`config.mk`:
```
export PLATFORM = sky130hd
export DESIGN_NAME = psg_array_mixer
export DESIGN_NICKNAME = d
export VERILOG_FILES = /design/src/rtl/psg_array_mixer.sv
export SDC_FILE = /design/constraint.sdc
export NUM_CORES = 1
export LEC_CHECK = 0
export ABC_AREA = 1
export BUFFER_PORTS_ARGS = -buffer_cell sky130_fd_sc_hd__buf_2
export CAP_MARGIN = 40
export CORE_MARGIN = 10
export CORE_UTILIZATION = 40
export DETAILED_ROUTE_END_ITERATION = 6
export SLEW_MARGIN = 0
export SYNTH_ARGS = -nofsm -noshare
export SYNTH_HDL_FRONTEND = slang
export SYNTH_SLANG_ARGS = --single-unit
```
`constraint.sdc`:
```
create_clock -name CLK -period 2.1 [get_ports CLK]
set_clock_uncertainty 0.1 [all_clocks]
set_input_delay 0.42 -clock CLK [delete_from_list [all_inputs] [get_ports CLK]]
set_output_delay 0.42 -clock CLK [all_outputs]
set_load 0.02 [all_outputs]
```
`src/rtl/psg_array_mixer.sv`:
```
// psg_array_mixer: chip-select decode, BC routing / read-data mux, per-chip
// activity hold-off and a sequential A/B/C mixing pass for NUM_CHIPS external
// AY/YM PSG instances.
module psg_array_mixer #(
    parameter int NUM_CHIPS   = 2,
    parameter int W           = 8,
    parameter int DEFAULT_SEL = 1,
    parameter int HOLD_CYCLES = 4096,
    localparam int SELW       = (NUM_CHIPS > 1) ? $clog2(NUM_CHIPS) : 1,
    localparam int AW         = W + SELW
) (
    input  logic                   CLK,
    input  logic                   RESET_N,
    input  logic                   CE,
    input  logic                   BDIR,
    input  logic                   BC,
    input  logic [7:0]             DI,
    output logic [7:0]             DO,
    output logic [NUM_CHIPS-1:0]   BC_OUT,
    input  logic [8*NUM_CHIPS-1:0] CHIP_DO,
    input  logic [W*NUM_CHIPS-1:0] CHIP_A,
    input  logic [W*NUM_CHIPS-1:0] CHIP_B,
    input  logic [W*NUM_CHIPS-1:0] CHIP_C,
    input  logic [NUM_CHIPS-1:0]   CHIP_ACTIVE,
    input  logic [1:0]             MIX_MODE,
    output logic [W-1:0]           CHANNEL_A,
    output logic [W-1:0]           CHANNEL_B,
    output logic [W-1:0]           CHANNEL_C,
    output logic                   OUT_VALID,
    output logic [SELW-1:0]        SEL_IDX,
    output logic [NUM_CHIPS-1:0]   PLAYING,
    output logic                   ACTIVE
);

    localparam int CNTW = $clog2(HOLD_CYCLES + 1);
    localparam int NW   = $clog2(NUM_CHIPS + 1);

    localparam logic [CNTW-1:0] HOLD_LOAD   = CNTW'(HOLD_CYCLES);
    localparam logic [SELW-1:0] SEL_RST     = SELW'(DEFAULT_SEL);
    localparam logic [SELW-1:0] LAST_K      = SELW'(NUM_CHIPS - 1);
    localparam logic [SELW:0]   NUM_CHIPS_W = (SELW + 1)'(NUM_CHIPS);

    typedef enum logic [1:0] {
        S_IDLE = 2'd0,
        S_ACC  = 2'd1,
        S_NORM = 2'd2
    } state_t;

    // Saturate an accumulator into the W-bit channel range.
    function automatic logic [W-1:0] f_sat(input logic [AW-1:0] acc);
        logic [W-1:0] res;
        if (|acc[AW-1:W]) res = '1;
        else              res = acc[W-1:0];
        return res;
    endfunction

    // Final per-channel result from the accumulated pass.
    function automatic logic [W-1:0] f_mix(
        input logic [AW-1:0] acc,
        input logic [NW-1:0] n,
        input logic [1:0]    mode,
        input logic [W-1:0]  raw_def,
        input logic [W-1:0]  raw_last
    );
        logic [W-1:0] res;
        // Average over the chip slots; acc is W+SELW wide so this always fits W.
        res = acc[AW-1:SELW];
        if (n == '0) begin
            res = raw_def;
        end else begin
            case (mode)
                2'd0:    if (n == NW'(1)) res = raw_last;
                2'd2:    res = f_sat(acc);
                default: res = acc[AW-1:SELW];
            endcase
        end
        return res;
    endfunction

    state_t          r_state;
    logic [SELW-1:0] r_sel;
    logic [SELW-1:0] r_k;
    logic [SELW-1:0] r_last;
    logic [NW-1:0]   r_n;
    logic [AW-1:0]   r_acc_a, r_acc_b, r_acc_c;
    logic            r_pend;
    logic [W-1:0]    r_cha, r_chb, r_chc;
    logic            r_vld;
    logic [CNTW-1:0] r_cnt [NUM_CHIPS];
    logic [NUM_CHIPS-1:0] r_play;

    logic                 w_esc;
    logic [SELW-1:0]      w_esc_idx;
    logic                 w_esc_ok;
    logic [NUM_CHIPS-1:0] w_bc_out;
    logic [7:0]           w_do;
    logic [W-1:0]         w_a_k, w_b_k, w_c_k;
    logic [W-1:0]         w_a_last, w_b_last, w_c_last;
    logic [W-1:0]         w_a_def, w_b_def, w_c_def;
    logic                 w_play_k;

    // Escape write: upper DI bits all ones, low bits carry the chip index.
    assign w_esc_idx = DI[SELW-1:0];
    assign w_esc     = BDIR & BC & (&DI[7:SELW]);
    assign w_esc_ok  = ({1'b0, w_esc_idx} < NUM_CHIPS_W);

    assign w_a_def = CHIP_A[DEFAULT_SEL*W +: W];
    assign w_b_def = CHIP_B[DEFAULT_SEL*W +: W];
    assign w_c_def = CHIP_C[DEFAULT_SEL*W +: W];

    // Chip-indexed muxes: bus routing by SEL_IDX, pass sampling by r_k / r_last.
    always_comb begin
        w_bc_out = '0;
        w_do     = '0;
        w_a_k    = '0;
        w_b_k    = '0;
        w_c_k    = '0;
        w_play_k = 1'b0;
        w_a_last = '0;
        w_b_last = '0;
        w_c_last = '0;
        for (int k = 0; k < NUM_CHIPS; k++) begin
            w_bc_out[k] = BC & (r_sel == SELW'(k));
            if (r_sel == SELW'(k)) w_do = CHIP_DO[k*8 +: 8];
            if (r_k == SELW'(k)) begin
                w_a_k    = CHIP_A[k*W +: W];
                w_b_k    = CHIP_B[k*W +: W];
                w_c_k    = CHIP_C[k*W +: W];
                w_play_k = r_play[k];
            end
            if (r_last == SELW'(k)) begin
                w_a_last = CHIP_A[k*W +: W];
                w_b_last = CHIP_B[k*W +: W];
                w_c_last = CHIP_C[k*W +: W];
            end
        end
    end

    // Chip select register, updated by a valid escape write.
    always_ff @(posedge CLK or negedge RESET_N) begin
        if (!RESET_N)                r_sel <= SEL_RST;
        else if (w_esc && w_esc_ok)  r_sel <= w_esc_idx;
    end

    // Per-chip hold-off counters, reloaded while active and drained on CE.
    always_ff @(posedge CLK or negedge RESET_N) begin
        if (!RESET_N) begin
            for (int k = 0; k < NUM_CHIPS; k++) r_cnt[k] <= '0;
        end else if (CE) begin
            for (int k = 0; k < NUM_CHIPS; k++) begin
                if (CHIP_ACTIVE[k])      r_cnt[k] <= HOLD_LOAD;
                else if (r_cnt[k] != '0) r_cnt[k] <= r_cnt[k] - CNTW'(1);
            end
        end
    end

    // Registered per-chip playing flags.
    always_ff @(posedge CLK or negedge RESET_N) begin
        if (!RESET_N) begin
            r_play <= '0;
        end else begin
            for (int k = 0; k < NUM_CHIPS; k++)
                r_play[k] <= CHIP_ACTIVE[k] | (r_cnt[k] != '0);
        end
    end

    // Mix pass FSM: accumulate one chip per clock, then normalise and publish.
    always_ff @(posedge CLK or negedge RESET_N) begin
        if (!RESET_N) begin
            r_state <= S_IDLE;
            r_k     <= '0;
            r_last  <= '0;
            r_n     <= '0;
            r_acc_a <= '0;
            r_acc_b <= '0;
            r_acc_c <= '0;
            r_pend  <= 1'b0;
            r_cha   <= '0;
            r_chb   <= '0;
            r_chc   <= '0;
            r_vld   <= 1'b0;
        end else begin
            r_vld <= 1'b0;
            case (r_state)
                S_IDLE: begin
                    if (CE || r_pend) begin
                        r_state <= S_ACC;
                        r_k     <= '0;
                        r_n     <= '0;
                        r_acc_a <= '0;
                        r_acc_b <= '0;
                        r_acc_c <= '0;
                        r_pend  <= 1'b0;
                    end
                end
                S_ACC: begin
                    if (CE) r_pend <= 1'b1;
                    if (w_play_k) begin
                        r_acc_a <= r_acc_a + {{SELW{1'b0}}, w_a_k};
                        r_acc_b <= r_acc_b + {{SELW{1'b0}}, w_b_k};
                        r_acc_c <= r_acc_c + {{SELW{1'b0}}, w_c_k};
                        r_n     <= r_n + NW'(1);
                        r_last  <= r_k;
                    end
                    if (r_k == LAST_K) r_state <= S_NORM;
                    else               r_k     <= r_k + SELW'(1);
                end
                S_NORM: begin
                    if (CE) r_pend <= 1'b1;
                    r_cha   <= f_mix(r_acc_a, r_n, MIX_MODE, w_a_def, w_a_last);
                    r_chb   <= f_mix(r_acc_b, r_n, MIX_MODE, w_b_def, w_b_last);
                    r_chc   <= f_mix(r_acc_c, r_n, MIX_MODE, w_c_def, w_c_last);
                    r_vld   <= 1'b1;
                    r_state <= S_IDLE;
                end
                default: r_state <= S_IDLE;
            endcase
        end
    end

    assign DO        = w_do;
    assign BC_OUT    = w_bc_out;
    assign SEL_IDX   = r_sel;
    assign PLAYING   = r_play;
    assign ACTIVE    = |r_play;
    assign CHANNEL_A = r_cha;
    assign CHANNEL_B = r_chb;
    assign CHANNEL_C = r_chc;
    assign OUT_VALID = r_vld;

endmodule
```
; ---- Yosys cells after proc, flatten, opt, wreduce, memory -nomap -nowiden
; Cells that the tools add are included.
[op_classes]
n_mul = 0
n_div = 0
eq_ne = 8
n_reduce_logical = 20
add_sub_neg = 7
order_cmp = 0
mux = 43
bitwise_logic = 7
n_shift = 0
[op_table]
columns = operator, count
row1 = 8-bit two-way mux, 16
row2 = 9-bit one-hot mux with 2 select lines, 3
row3 = 13-bit two-way mux, 4
row4 = 8-bit one-hot mux with 2 select lines, 3
row5 = 9-bit two-way mux, 4
row6 = 9-bit by 8-bit adder with 9-bit output, 3
row7 = 13-bit nonzero test, 2
row8 = 13-bit by 1-bit subtractor with 13-bit output (second input constant), 2
row9 = 2-bit AND reduction, 5
row10 = 2-bit two-way mux, 4
row11 = 2-bit one-hot mux with 2 select lines, 2
row12 = 2-bit nonzero test, 4
row13 = 7-bit AND reduction, 1
row14 = 2-bit zero test, 3
row15 = 2-bit inequality test (second input constant), 3
row16 = 3-bit AND reduction, 2
row17 = 1-bit two-way mux, 5
row18 = 1-bit AND, 4
row19 = 2-bit by 1-bit equality test with 1-bit output (second input constant), 2
row20 = 2-bit equality test (second input constant), 2
row21 = 1-bit one-hot mux with 2 select lines, 2
row22 = 2-bit OR reduction, 2
row23 = 2-bit by 1-bit adder with 2-bit output (second input constant), 1
row24 = 2-bit by 1-bit inequality test with 1-bit output (second input constant), 1
row25 = 4 further kinds, 5
[totals]
ramBits = 0
input_bits = 81
ff_bits = 88
latchBits = 0
output_inout_bits = 39
wordCells = 101
mem_bits_ro = 0
memories = 0

; ---- Longest topological paths before layout
[logic_depth]
ltp_word = 4
mapped_depth = 13
mapped_depth_nobuf = 11

; ---- Least setup slack after synthesis
; No wires, ideal clock.
[synth_path]
path_kind = flip-flop to flip-flop
from = reg r_k
to = reg r_acc_b[8]
required_time_ps = 1881
path_slack_ps = -109
t_arrival_ps = 1990
path_stages_with_launch = 13
setup_time_ps = 119
period_less_slack_ps = 2209
path_buffers = 2
path_cell_list = dfrtp_1 > buf_2 > clkbuf_1 > nand2_1 > o21ai_0 > ha_1 > fa_1 > nand3_1 > nand3_1 > nand2_1 > nand2_1 > a21oi_1 > nor2_1
[synth_via]
elab_chain_len = 4
word_cells_on_any_way = 7
cone_classes = add/sub (1) / eq/ne (1) / mux (4) / reduce/logical (1)
[synth_lines]
columns = item, line
row1 = start: declaration, 82  ; logic [SELW-1:0] r_k;
row2 = start signal: assignment, 206  ; else r_k <= r_k + SELW'(1);
row3 = 8-bit two-way mux, 125  ; if (r_k == SELW'(k)) begin
row4 = 9-bit by 8-bit adder with 9-bit output, 200  ; r_acc_b <= r_acc_b + {{SELW{1'b0}}, w_b_k};
row5 = 9-bit two-way mux, 198  ; if (w_play_k) begin
row6 = 9-bit one-hot mux with 2 select lines, 184  ; case (r_state)
row7 = end signal: assignment, 200
row8 = end: declaration, 85  ; logic [AW-1:0] r_acc_a, r_acc_b, r_acc_c;
; Parallel ways exist; a longest one is shown, timed or not. The select of a mux whose other input is x is not followed.
; A chain may end at the register's enable or synchronous reset.

; ---- Worst setup path in the final report
[layout_path]
from = reg r_k
to = reg r_acc_a[4]
[layout_via]
elab_chain_len = 4
word_cells_on_any_way = 7
cone_classes = add/sub (1) / eq/ne (1) / mux (4) / reduce/logical (1)
[layout_lines]
columns = item, line
row1 = 8-bit two-way mux, 125
row2 = 9-bit by 8-bit adder with 9-bit output, 199  ; r_acc_a <= r_acc_a + {{SELW{1'b0}}, w_a_k};
row3 = 9-bit two-way mux, 198
row4 = 9-bit one-hot mux with 2 select lines, 184
row5 = end signal: assignment, 199
row6 = end: declaration, 85
; Parallel ways exist; a longest one is shown, timed or not. The select of a mux whose other input is x is not followed.

==> run metrics <==
DRC viols 0; antenna violations before repair 0; Filler cells 1806; ratio of cells with drive above 1 in the final layout 0.181; Die H 153 um; clock tree sinks 88; VDD IR max 0.638 mV; first-pass GRT wire length 35200 um; vias post-DR 7292; crit path DAT 2.22 ns; Final GP Congestion 0.883; delay-heaviest family, CP adder cells; worst-path cell chain buf_12 > nand2_2 > o21ai_2 > ha_2 > fa_2 > nand3_2 > nand3_2 > buf_4 > nand2_1 > nand2_1 > o22ai_1; HPWL after DPL 16300 um; drt wl/cell 14.5 um; Multi-input gate area 0.00414 mm2; later-pin clock latency in the skew report 0.35 ns; GRT Overall Usage 0.177; Die X 153 um; top_reg_cell synth dfrtp_1; Critical Path Fanout Max 8; Synth warnings 0; 1st-pass router iterations 5; status completed; Netlist cell types 36; final hold violation count 0; slowest stage cell, crit path dfrtp_2; Async SR Flop Fraction 1.00; Initial Util 0.408; Core ar. 0.0174 mm2; Cell Pwr Density 1340 mW/mm2; critical path class reg -> reg; H-tree depth 3; port buffer count 119; Largest stage delay, worst path 0.44 ns; CTS clk-pin slew, worst paths 0.07 ns; Synth Area per Inst 6.41 um2; Design Area, Final 0.00859 mm2; CP Launch Type flop; CTS Buf Count 9; I/O Pins 120; worst slew pin tran 0.473 ns; Leak 0.00458 uW; Req. time, crit path 2.27 ns; total grt overflow 0; largest net degree at the start of global routing 48; Max Cap Viol 0; die area 0.0234 mm2; minimum clock period 2.04 ns; post-place instance area 0.00813 mm2; Routed Antenna Nets 0; Post-Syn Instances 1105; Final period util 0.974; number of global-route vias before repair 7074; NumNets Final 1359; Hold Crit Class in -> reg; sequential cell area 0.00220 mm2; final setup vio count 0; Root Buffer clkbuf_16; Mapped Area 0.00709 mm2; drt initial violations 407; final WL 21400 um; cell row count 48; FF+latch count, synth 88; RSZ-0062 raised after global routing true; syn_nets 1222; Rel. slew slack 0.682; Via density 4.95; setup TNS 0 ns; # diodes 0; CTS tree built; number of synthesized flops with an enable pin 0; Max Freq 489 MHz; Area Overhead vs Synth 21.2%; nature of the critical path endpoint flop; Max Transition Viols Final 0; Worst Path Buf+Inv 2; CTS Buffer Depth 2; Seq/Total Area, Yosys 0.311
-- worst register-to-register path, stage by stage, from the launching register on --
cell	delay, ns
dfrtp_2	0.44
buf_12	0.15
nand2_2	0.06
o21ai_2	0.05
ha_2	0.20
fa_2	0.42
nand3_2	0.08
nand3_2	0.07
buf_4	0.14
nand2_1	0.05
nand2_1	0.06
o22ai_1	0.14
-- layer usage --
metal	wire length, um	track usage	up-vias	share of wire
li1	-	-	3813	-
met1	9730	0.223	3326	0.45
met2	10400	0.303	132	0.49
met3	966	0.0292	21	0.045
met4	295	0.0540	0	0.014
met5	0	0	-	0
-- per-stage QoR --
step	std cells	util	hold WS [ns]	power (uW)	worst slack [ns]
finish	1472	0.495	0.186	11500	0.0554
floorplan	1105	-	0.0244	7600	0.0178
CTS	1462	0.487	0.175	11400	0.0117
global placement	1445	0.468	0.286	9590	0.0355
global route	1472	0.495	0.206	12700	-0.0599
detailed placement	1445	0.468	0.289	9630	-0.0300
-- logic make-up after synthesis --
group,share of synthesized area
AND/OR/NAND/NOR,0.352
buffers and inverters,0.115
AO/OA/AOI/OAI,0.151
flip-flops,0.311
adder cells (fa/ha/maj),0.0667
XOR/XNOR,0.00494
-- layout make-up --
type                    instances  area share
clock inverters                 3     0.00495
multi-input cells             816       0.482
well taps                     225      0.0328
inverters                     161      0.0705
clock buffers                  13      0.0303
repair buffers                166       0.123
flip-flops and latches         88       0.257
-- what timing repair did --
item / 4_1_cts / 5_1_grt
pin swaps: 0 / 16
hold buffers: 1 / 0
resized for setup: 3 / 33
endpoints found under the setup margin: 9 / 17
buffers inserted: 0 / 11
endpoints found under the hold margin: 23 / 0
-- synthesized netlist by cell type, types with 2 or more instances --
library cell,count,area (um2)
nand2_1,413,1550
inv_1,157,589
dfrtp_1,87,2180
o21ai_0,76,380
a21oi_1,68,340
nand3_1,63,315
nor2_1,47,176
ha_1,33,413
nand4_1,26,163
nor3b_1,21,158
clkbuf_1,20,75.1
o211ai_1,20,150
buf_2,12,60.1
o21bai_1,8,60.1
nor2_2,6,37.5
o22ai_1,6,37.5
buf_6,4,45.0
nor3_1,4,20.0
xor2_1,4,35.0
fa_1,3,60.1
inv_2,3,11.3
nand2_2,3,18.8
o2111ai_1,3,26.3
a21oi_4,2,32.5
buf_1,2,7.51
nand2_4,2,22.5
nor2_4,2,22.5
o21ai_2,2,17.5
-- sequential cells by signal (all words and copies together) (netlist names), 8 cells and up --
| name | cells |
|---|---|
| CHANNEL_A | 8 |
| CHANNEL_B | 8 |
| CHANNEL_C | 8 |
| r_acc_a | 9 |
| r_acc_b | 9 |
| r_acc_c | 9 |
| r_cnt | 26 |
-- path summary, 6_finish.rpt --
kind	to	cells after the start	slack, ns	start
setup / recovery	r_acc_a[4]	11	0.06	r_k
hold / removal	SEL_IDX	3	0.19	DI[0]
setup reg to reg	r_acc_a[4]	11	0.06	r_k
hold reg to reg	CHANNEL_B[0]	2	0.37	CHANNEL_B[0]
max in group asynchronous	SEL_IDX	3	0.88	RESET_N
min in group asynchronous	CHANNEL_C[6]	2	0.45	RESET_N
-- placed cells by master, fill, tap and decap left out, drive strengths merged, types with 6 or more instances in the layout --
master	count
buf	165
nand2	418
o211ai	20
nand3	64
nor3b	21
a21oi	71
inv	160
ha	33
clkbuf	13
o21ai	79
nor2	55
o21bai	8
nand4	26
o22ai	6
dfrtp	87
-- where the power goes --
group	internal (uW)	switching (uW)	leakage (uW)
clock	988	704	0.000146
combinational	2570	4450	0.00330
sequential	2320	494	0.00113
Note: power is estimated with default switching activity, not from simulation.
